--- config.mk ---
export PLATFORM = sky130hd
export DESIGN_NAME = freq_gate_counter
export DESIGN_NICKNAME = d
export VERILOG_FILES = /design/src/rtl/freq_gate_counter.sv
export SDC_FILE = /design/constraint.sdc
export NUM_CORES = 1
export LEC_CHECK = 0
export BUFFER_PORTS_ARGS = -buffer_cell sky130_fd_sc_hd__buf_2
export CAP_MARGIN = 15
export CORE_ASPECT_RATIO = 1.1
export CORE_MARGIN = 4
export CORE_UTILIZATION = 47
export CTS_BUF_LIST = sky130_fd_sc_hd__clkbuf_16
export DETAILED_ROUTE_END_ITERATION = 10
export HOLD_SLACK_MARGIN = 0.15
export PLACE_DENSITY = 0.77
export SLEW_MARGIN = 40
export SYNTH_ARGS = -nofsm -noshare
export SYNTH_HDL_FRONTEND = slang
export SYNTH_SLANG_ARGS = --single-unit
export TNS_END_PERCENT = 1
--- constraint.sdc ---
create_clock -name clk -period 2 [get_ports clk]
set_input_delay 0.2 -clock clk [delete_from_list [all_inputs] [get_ports clk]]
set_output_delay 0.2 -clock clk [all_outputs]
set_load 0.005 [all_outputs]
--- src/rtl/freq_gate_counter.sv ---
// Gated event counter: counts edge strobes over back-to-back windows of
// GATE_CYCLES clocks and latches each window total with a one-cycle valid pulse.
module freq_gate_counter #(
  parameter int GATE_CYCLES = 1000,
  parameter int COUNT_WIDTH = 16,
  parameter int TIMER_WIDTH = $clog2(GATE_CYCLES)
) (
  input  logic                   clk,
  input  logic                   rst_n,
  input  logic                   enable,
  input  logic                   edge_pulse,
  output logic [COUNT_WIDTH-1:0] count,
  output logic                   overflow,
  output logic                   count_valid,
  output logic                   busy
);

  typedef enum logic {
    ST_IDLE = 1'b0,
    ST_GATE = 1'b1
  } state_t;

  localparam logic [TIMER_WIDTH-1:0] TIMER_LAST = TIMER_WIDTH'(GATE_CYCLES - 1);
  localparam logic [COUNT_WIDTH-1:0] ACC_MAX    = '1;

  state_t                 state_q;
  logic [TIMER_WIDTH-1:0] timer_q;
  logic [COUNT_WIDTH-1:0] acc_q;
  logic                   acc_ovf_q;
  logic [COUNT_WIDTH-1:0] count_q;
  logic                   overflow_q;
  logic                   valid_q;
  logic                   busy_q;

  // Window total including this cycle's strobe; clamps instead of wrapping.
  logic [COUNT_WIDTH-1:0] acc_d;
  logic                   acc_ovf_d;
  logic                   acc_at_max;
  logic                   last_cycle;

  always_comb begin
    acc_at_max = (acc_q == ACC_MAX);
    acc_ovf_d  = acc_ovf_q | (acc_at_max & edge_pulse);
    acc_d      = (acc_at_max || !edge_pulse) ? acc_q : acc_q + COUNT_WIDTH'(1);
    last_cycle = (timer_q == TIMER_LAST);
  end

  always_ff @(posedge clk or negedge rst_n) begin
    if (!rst_n) begin
      state_q    <= ST_IDLE;
      timer_q    <= '0;
      acc_q      <= '0;
      acc_ovf_q  <= 1'b0;
      count_q    <= '0;
      overflow_q <= 1'b0;
      valid_q    <= 1'b0;
      busy_q     <= 1'b0;
    end else begin
      valid_q <= 1'b0;
      case (state_q)
        ST_IDLE: begin
          timer_q   <= '0;
          acc_q     <= '0;
          acc_ovf_q <= 1'b0;
          busy_q    <= 1'b0;
          // The strobe seen on the starting edge is deliberately not counted.
          if (enable) begin
            state_q <= ST_GATE;
            busy_q  <= 1'b1;
          end
        end
        ST_GATE: begin
          if (!enable) begin
            // Abort: partial window discarded, last result held.
            state_q   <= ST_IDLE;
            busy_q    <= 1'b0;
            timer_q   <= '0;
            acc_q     <= '0;
            acc_ovf_q <= 1'b0;
          end else if (last_cycle) begin
            count_q    <= acc_d;
            overflow_q <= acc_ovf_d;
            valid_q    <= 1'b1;
            timer_q    <= '0;
            acc_q      <= '0;
            acc_ovf_q  <= 1'b0;
          end else begin
            acc_q     <= acc_d;
            acc_ovf_q <= acc_ovf_d;
            timer_q   <= timer_q + TIMER_WIDTH'(1);
          end
        end
        default: begin
          state_q <= ST_IDLE;
          busy_q  <= 1'b0;
        end
      endcase
    end
  end

  assign count       = count_q;
  assign overflow    = overflow_q;
  assign count_valid = valid_q;
  assign busy        = busy_q;

endmodule

==> flow_metrics.tcl, run 1 <==
set metrics [dict create \
    status "finished clean" \
    ant_nets 0 \
    grt_max_degree 26 \
    rows 25 \
    yosysSeqAreaShare_pct 55.6 \
    wirelength_um 4160 \
    ctsRootBufferMaster "clkbuf_16" \
    dr.pass1.iters 4 \
    drive_gt1_share_pct 16.7 \
    grt_pass1_wl_um 7460 \
    crit_buf_inv 0 \
    final_nets 244 \
    numCtsBuffers 5 \
    crit_chain "nand4_1 > nor4_4 > or2b_2 > mux2i_1 > a21oi_1" \
    slowest_delay_ns 0.44 \
    port_buffers 22 \
    critical_path.max_fanout 5 \
    slew-limit-headroom_pct 64.3 \
    powerDensity_nw_per_um2 730 \
    seqPwrFrac_pct 53.6 \
    die_h_um 78.4 \
    power_frac_clock_pct 43.5 \
    cts.clk_slew.worst_paths_ns 0.06 \
    synth_seq_cells 47 \
    clock-sinks 47 \
    detail_route.wl_per_cell_um 14.2 \
    arrival_ns 1.96 \
    hold_path.class "in -> reg" \
    max_clock_freq_mhz 556 \
    final_cell_mix "47 x dfrtp_1, 34 x nor2_1, 29 x nand2_1" \
    met2_usage_pct 29.0 \
    top_usage_layer "met2" \
    cts_tree "yes" \
    netlist.top_cell.by_area "dfrtp_1" \
    layout_commonest_cell "dfrtp_1" \
    yosys_warnings 0 \
    crit_slowest_cell "nor4_4" \
    rsz0062_at_grt "false" \
    core-area_sq_um 4320 \
    utilization_pct 56.9 \
    cp-end-kind "flop" \
    switching_share_pct 20.6 \
    worst_slew_pin_slew_ns 0.535 \
    crit_required_ns 2.16 \
    grtUsageTotal_pct 17.1 \
    hold_violations 0 \
    dp_hpwl_um 2900 \
    synthTopCellsByArea "dfrtp_1 56%, nor2_1 6.0%, nand2_1 5.1%, xnor2_1 4.1%, xor2_1 3.7%" \
    initial_core_util_pct 49.0 \
    p_comb_share_pct 2.9 \
    peakVddDrop_v 0.000611 \
    setup_viol 0 \
    drc_errors 0 \
    p_switching_mw 0.369 \
    syn_nets 215 \
    dp.cells 283 \
    synth_cell_types 33 \
    insertion_delay_ns 0.28 \
    netlist_instances 209 \
    setup_tns_ns 0 \
    p_leak_nw 1.18 \
    synthesis.area_sq_um 2110 \
    num_io_pins 23 \
    design_area_sq_um 2460 \
    antenna_found_initial 0 \
    use_met3_pct 4.35 \
    path_class "reg -> reg" \
    die_width_um 72.0 \
    fin_crit_ns 1.80 \
    num_vias 1519 \
    cp_top_family "simple AND/OR/NAND/NOR gates" \
    cap_violations 0 \
    area_growth_pct 16.2 \
    clock_skew_ns 0.00406 \
    intPower_mw 1.42 \
    overflow 0 \
    htreeDepth 2 \
    synth_top_area_share_pct 55.6 \
    dpl-instance-area_sq_um 2290 \
    drt-initial-drc-count 100 \
    drv_slew 0 \
    use_met1_pct 20.7 \
    clock_path_buffers 2 \
    grt_pass1_vias 1552 \
    instances_no_fill 293 \
    avgSynthCellArea_sq_um 10.1 \
    die_area_sq_um 5640 \
    timing.final.crit_share_pct 89.9 \
    cp-start-kind "flop" \
    postCtsSetupBuffers 0 \
    n_antenna_cell 0 \
    avgViaCountPerCell 5.18 \
    place_congestion 0.841 \
]
==> cells in the mapped netlist <==
cell / count
dfrtp_1: 47
nor2_1: 34
nand2_1: 29
o21ai_0: 14
nand3_1: 11
xnor2_1: 10
xor2_1: 9
nand4_1: 7
nor3_1: 6
inv_1: 5
a21oi_1: 4
and3_1: 3
clkbuf_1: 3
mux2i_1: 3
buf_6: 2
ha_1: 2
nand2b_1: 2
nor4_1: 2
o21ai_1: 2
a21boi_0: 1
a21o_1: 1
and2_1: 1
and4_1: 1
and4_2: 1
nand3_2: 1
nand4_2: 1
nand4_4: 1
nor3_2: 1
nor3b_1: 1
nor4_2: 1
nor4_4: 1
or2b_2: 1
or4_4: 1
==> routing by layer <==
metal  share of wire [%]  wire (um)  vias up
met1                  42       1760      727
met4                 1.7         72        0
met2                  53       2190       18
li1                    -          -      770
met3                 3.4        143        4
met5                   0          0        -
==> worst min-delay path, stage by stage <==
cell     delay (ns)
buf_2          0.13
a21oi_1        0.09
nor2_1         0.08
==> final timing paths <==
check	from	end	slack, ns	cells after the start
max	acc_q[12]	count[1]	0.20	5
min reg2reg	timer_q[0]	timer_q[0]	0.45	1
max in group asynchronous	rst_n	acc_q[13]	1.05	3
max reg2reg	acc_q[12]	count[1]	0.20	5
min	edge_pulse	acc_ovf_q	0.26	3
min in group asynchronous	rst_n	acc_q[3]	0.44	2
==> kinds of logic after synthesis <==
kind of cell	synth area share, %
AO/OA/AOI/OAI	5.44
flip-flops	55.6
AND/OR/NAND/NOR	26.0
buffers and inverters	2.49
multiplexers	1.42
adder cells (fa/ha/maj)	1.18
XOR/XNOR	7.87
==> power groups by stage <==
| stage | Clock [mW] | Sequential [mW] | Combinational, mW |
|---|---|---|---|
| floorplan | 0 | 0.978 | 0.0205 |
| global placement | 0 | 0.978 | 0.0503 |
| detailed placement | 0 | 0.978 | 0.0515 |
| CTS | 0.804 | 0.961 | 0.0553 |
| global route | 0.851 | 0.961 | 0.0610 |
| finish | 0.780 | 0.961 | 0.0526 |
==> repair_timing <==
item / in CTS / in global routing
gates resized for setup: 0 / 1
hold buffers: 2 / 0
endpoints found under the setup margin: 0 / 1
endpoints found under the hold margin: 23 / 0
==> area by class of cell <==
cell class	instances	area [sq um]
Fill cell	391	1860
Sequential cell	47	1180
Multi-Input combinational cell	152	892
Timing Repair Buffer	27	165
Clock buffer	5	125
Tap cell	54	67.6
Inverter	5	18.8
Clock inverter	3	12.5
==> state kept, by name, summed over array words and instances (netlist names) <==
signal / cells
acc_q: 16
state_q: 1
count_valid: 1
count: 16
timer_q: 10
busy: 1
acc_ovf_q: 1
overflow: 1
==> stage by stage <==
stage	total power, mW	hold WS, ns	setup WS (ns)
2_1_floorplan	0.998	-0.0956	0.457
3_3_place_gp	1.03	0.204	0.232
3_5_place_dp	1.03	0.211	0.191
4_1_cts	1.82	0.243	0.182
5_1_grt	1.87	0.274	0.0281
6_report	1.79	0.259	0.203
No activity file was read; power rests on OpenSTA's default activity.
==> inputs of run 2 (changes only) <==
--- a/config.mk
+++ b/config.mk
@@ -14,6 +14,7 @@
 export DETAILED_ROUTE_END_ITERATION = 10
 export HOLD_SLACK_MARGIN = 0.15
 export PLACE_DENSITY = 0.77
+export REMOVE_ABC_BUFFERS = 1
 export SLEW_MARGIN = 40
 export SYNTH_ARGS = -nofsm -noshare
 export SYNTH_HDL_FRONTEND = slang
==> flow_metrics.tcl, run 2 (synthesized netlist as in run 1, its figures left out) <==
set metrics [dict create \
    dp_slack_ns 0.201 \
    p_leak_nw 1.17 \
    grtUsageTotal_pct 15.6 \
    p_comb_share_pct 2.6 \
    endpoint "acc_q[7]" \
    layout_commonest_cell "dfrtp_1" \
    clock-sinks 47 \
    grt_max_degree 33 \
    grt_pass1_vias 1542 \
    peakVddDrop_v 0.000325 \
    postCtsSetupBuffers 0 \
    dr.pass1.iters 4 \
    ant_nets 0 \
    seqPwrFrac_pct 49.4 \
    hold_path.class "in -> reg" \
    drt-initial-drc-count 98 \
    die_area_sq_um 5640 \
    slew-limit-headroom_pct 53.2 \
    critPathLaunch "timer_q[0]" \
    critical_path.max_fanout 25 \
    rows 25 \
    cts_tree "yes" \
    area_growth_pct 17.2 \
    port_buffers 22 \
    ctsRootBufferMaster "clkbuf_16" \
    worst_slew_pin_slew_ns 0.702 \
    arrival_ns 1.96 \
    die_width_um 72.0 \
    place_congestion 0.871 \
    intPower_mw 1.56 \
    insertion_delay_ns 0.29 \
    reg2reg_slack_ns 0.19 \
    num_io_pins 23 \
    final_nets 245 \
    max_clock_freq_mhz 554 \
    fin_ws_ns 0.195 \
    drv_slew 0 \
    avgViaCountPerCell 5.23 \
    powerDensity_nw_per_um2 785 \
    detail_route.wl_per_cell_um 13.3 \
    rsz0062_at_grt "false" \
    drive_gt1_share_pct 17.9 \
    grt_pass1_wl_um 6790 \
    core-area_sq_um 4320 \
    fillCellCount 376 \
    cts_resized 0 \
    p_switching_mw 0.386 \
    worst_r2r_path_depth 5 \
    die_h_um 78.4 \
    path_class "reg -> reg" \
    clock_path_buffers 2 \
    crit_required_ns 2.15 \
    numCtsBuffers 5 \
    drc_errors 0 \
    num_vias 1539 \
    cap_violations 0 \
    final_cell_mix "47 x dfrtp_1, 34 x nor2_1, 29 x nand2_1" \
    timing.final.crit_share_pct 90.3 \
    status "finished clean" \
    overflow 0 \
    clock_skew_ns 0.00594 \
    htreeDepth 2 \
    reg2reg_from "timer_q[0]" \
    cts.clk_slew.worst_paths_ns 0.06 \
    switching_share_pct 19.9 \
    power_frac_clock_pct 48.0 \
    wirelength_um 3900 \
    fin_crit_ns 1.81 \
    antenna_found_initial 0 \
    dp_hpwl_um 2750 \
    cp-start-kind "flop" \
    setup_viol 0 \
    hold_violations 0 \
    setup_tns_ns 0 \
    initial_core_util_pct 49.0 \
    cp-end-kind "flop" \
    n_antenna_cell 0 \
    r2r-end "acc_q[7]" \
]
[run 2: worst max-delay path, cell delays in order, from the launching register on]
cell     delay (ns)
dfrtp_1        0.36
ha_1           0.19
nand2_1        0.10
or4_4          0.50
nand3_2        0.39
nor3_1         0.13
[run 2: power groups by stage]
| stage | logic [mW] | clock network [mW] | registers, mW |
|---|---|---|---|
| after floorplan | 0.0160 | 0 | 0.978 |
| after global placement | 0.0485 | 0 | 0.978 |
| after global routing | 0.0599 | 0.995 | 0.961 |
| final | 0.0508 | 0.934 | 0.960 |
| after detailed placement | 0.0500 | 0 | 0.978 |
| after CTS | 0.0531 | 0.955 | 0.960 |
[run 2: worst min path at each step]
stage	endpoint	cells past startpoint	from	slack (ns)
floorplan	acc_ovf_q	0	rst_n	-0.1
global placement	count[5]	1	rst_n	0.28
detailed placement	count[4]	1	rst_n	0.29
CTS	acc_ovf_q	3	edge_pulse	0.22
global route	acc_ovf_q	3	edge_pulse	0.25
finish	acc_ovf_q	3	edge_pulse	0.23
[run 2: stage by stage]
| stage | util [%] | std cells | cell area (sq um) | hold slack [ns] | power [mW] |
|---|---|---|---|---|---|
| after CTS | 57.4 | 294 | 2480 | 0.225 | 1.97 |
| after floorplan | - | 204 | 2080 | -0.0956 | 0.994 |
| after detailed placement | 53.0 | 284 | 2290 | 0.294 | 1.03 |
| after global placement | 53.0 | 284 | 2290 | 0.278 | 1.03 |
| final | 57.4 | 294 | 2480 | 0.230 | 1.95 |
| after global routing | 57.4 | 294 | 2480 | 0.255 | 2.02 |
[run 2: per-layer routing]
layer / up-vias / track usage [%] / routed length [um]
met3: 9 / 4.87 / 178
li1: 763 / - / -
met1: 737 / 17.9 / 1700
met2: 30 / 26.2 / 1930
met5: - / 0 / 0
met4: 0 / 7.14 / 89
[run 2: what timing repair did]
| action | in CTS | in global routing |
|---|---|---|
| endpoints found under the setup margin | 0 | 0 |
| hold buffers | 2 | 0 |
| endpoints found under the hold margin | 31 | 0 |
[run 2: final cells by class]
type                    instances  area (sq um)  area share [%]
well taps                      54          67.6            2.73
flip-flops and latches         47          1180            47.5
repair buffers                 28           160            6.46
clock inverters                 3          43.8            1.77
clock buffers                   5           125            5.05
inverters                       5          18.8           0.758
multi-input cells             152           886            35.8
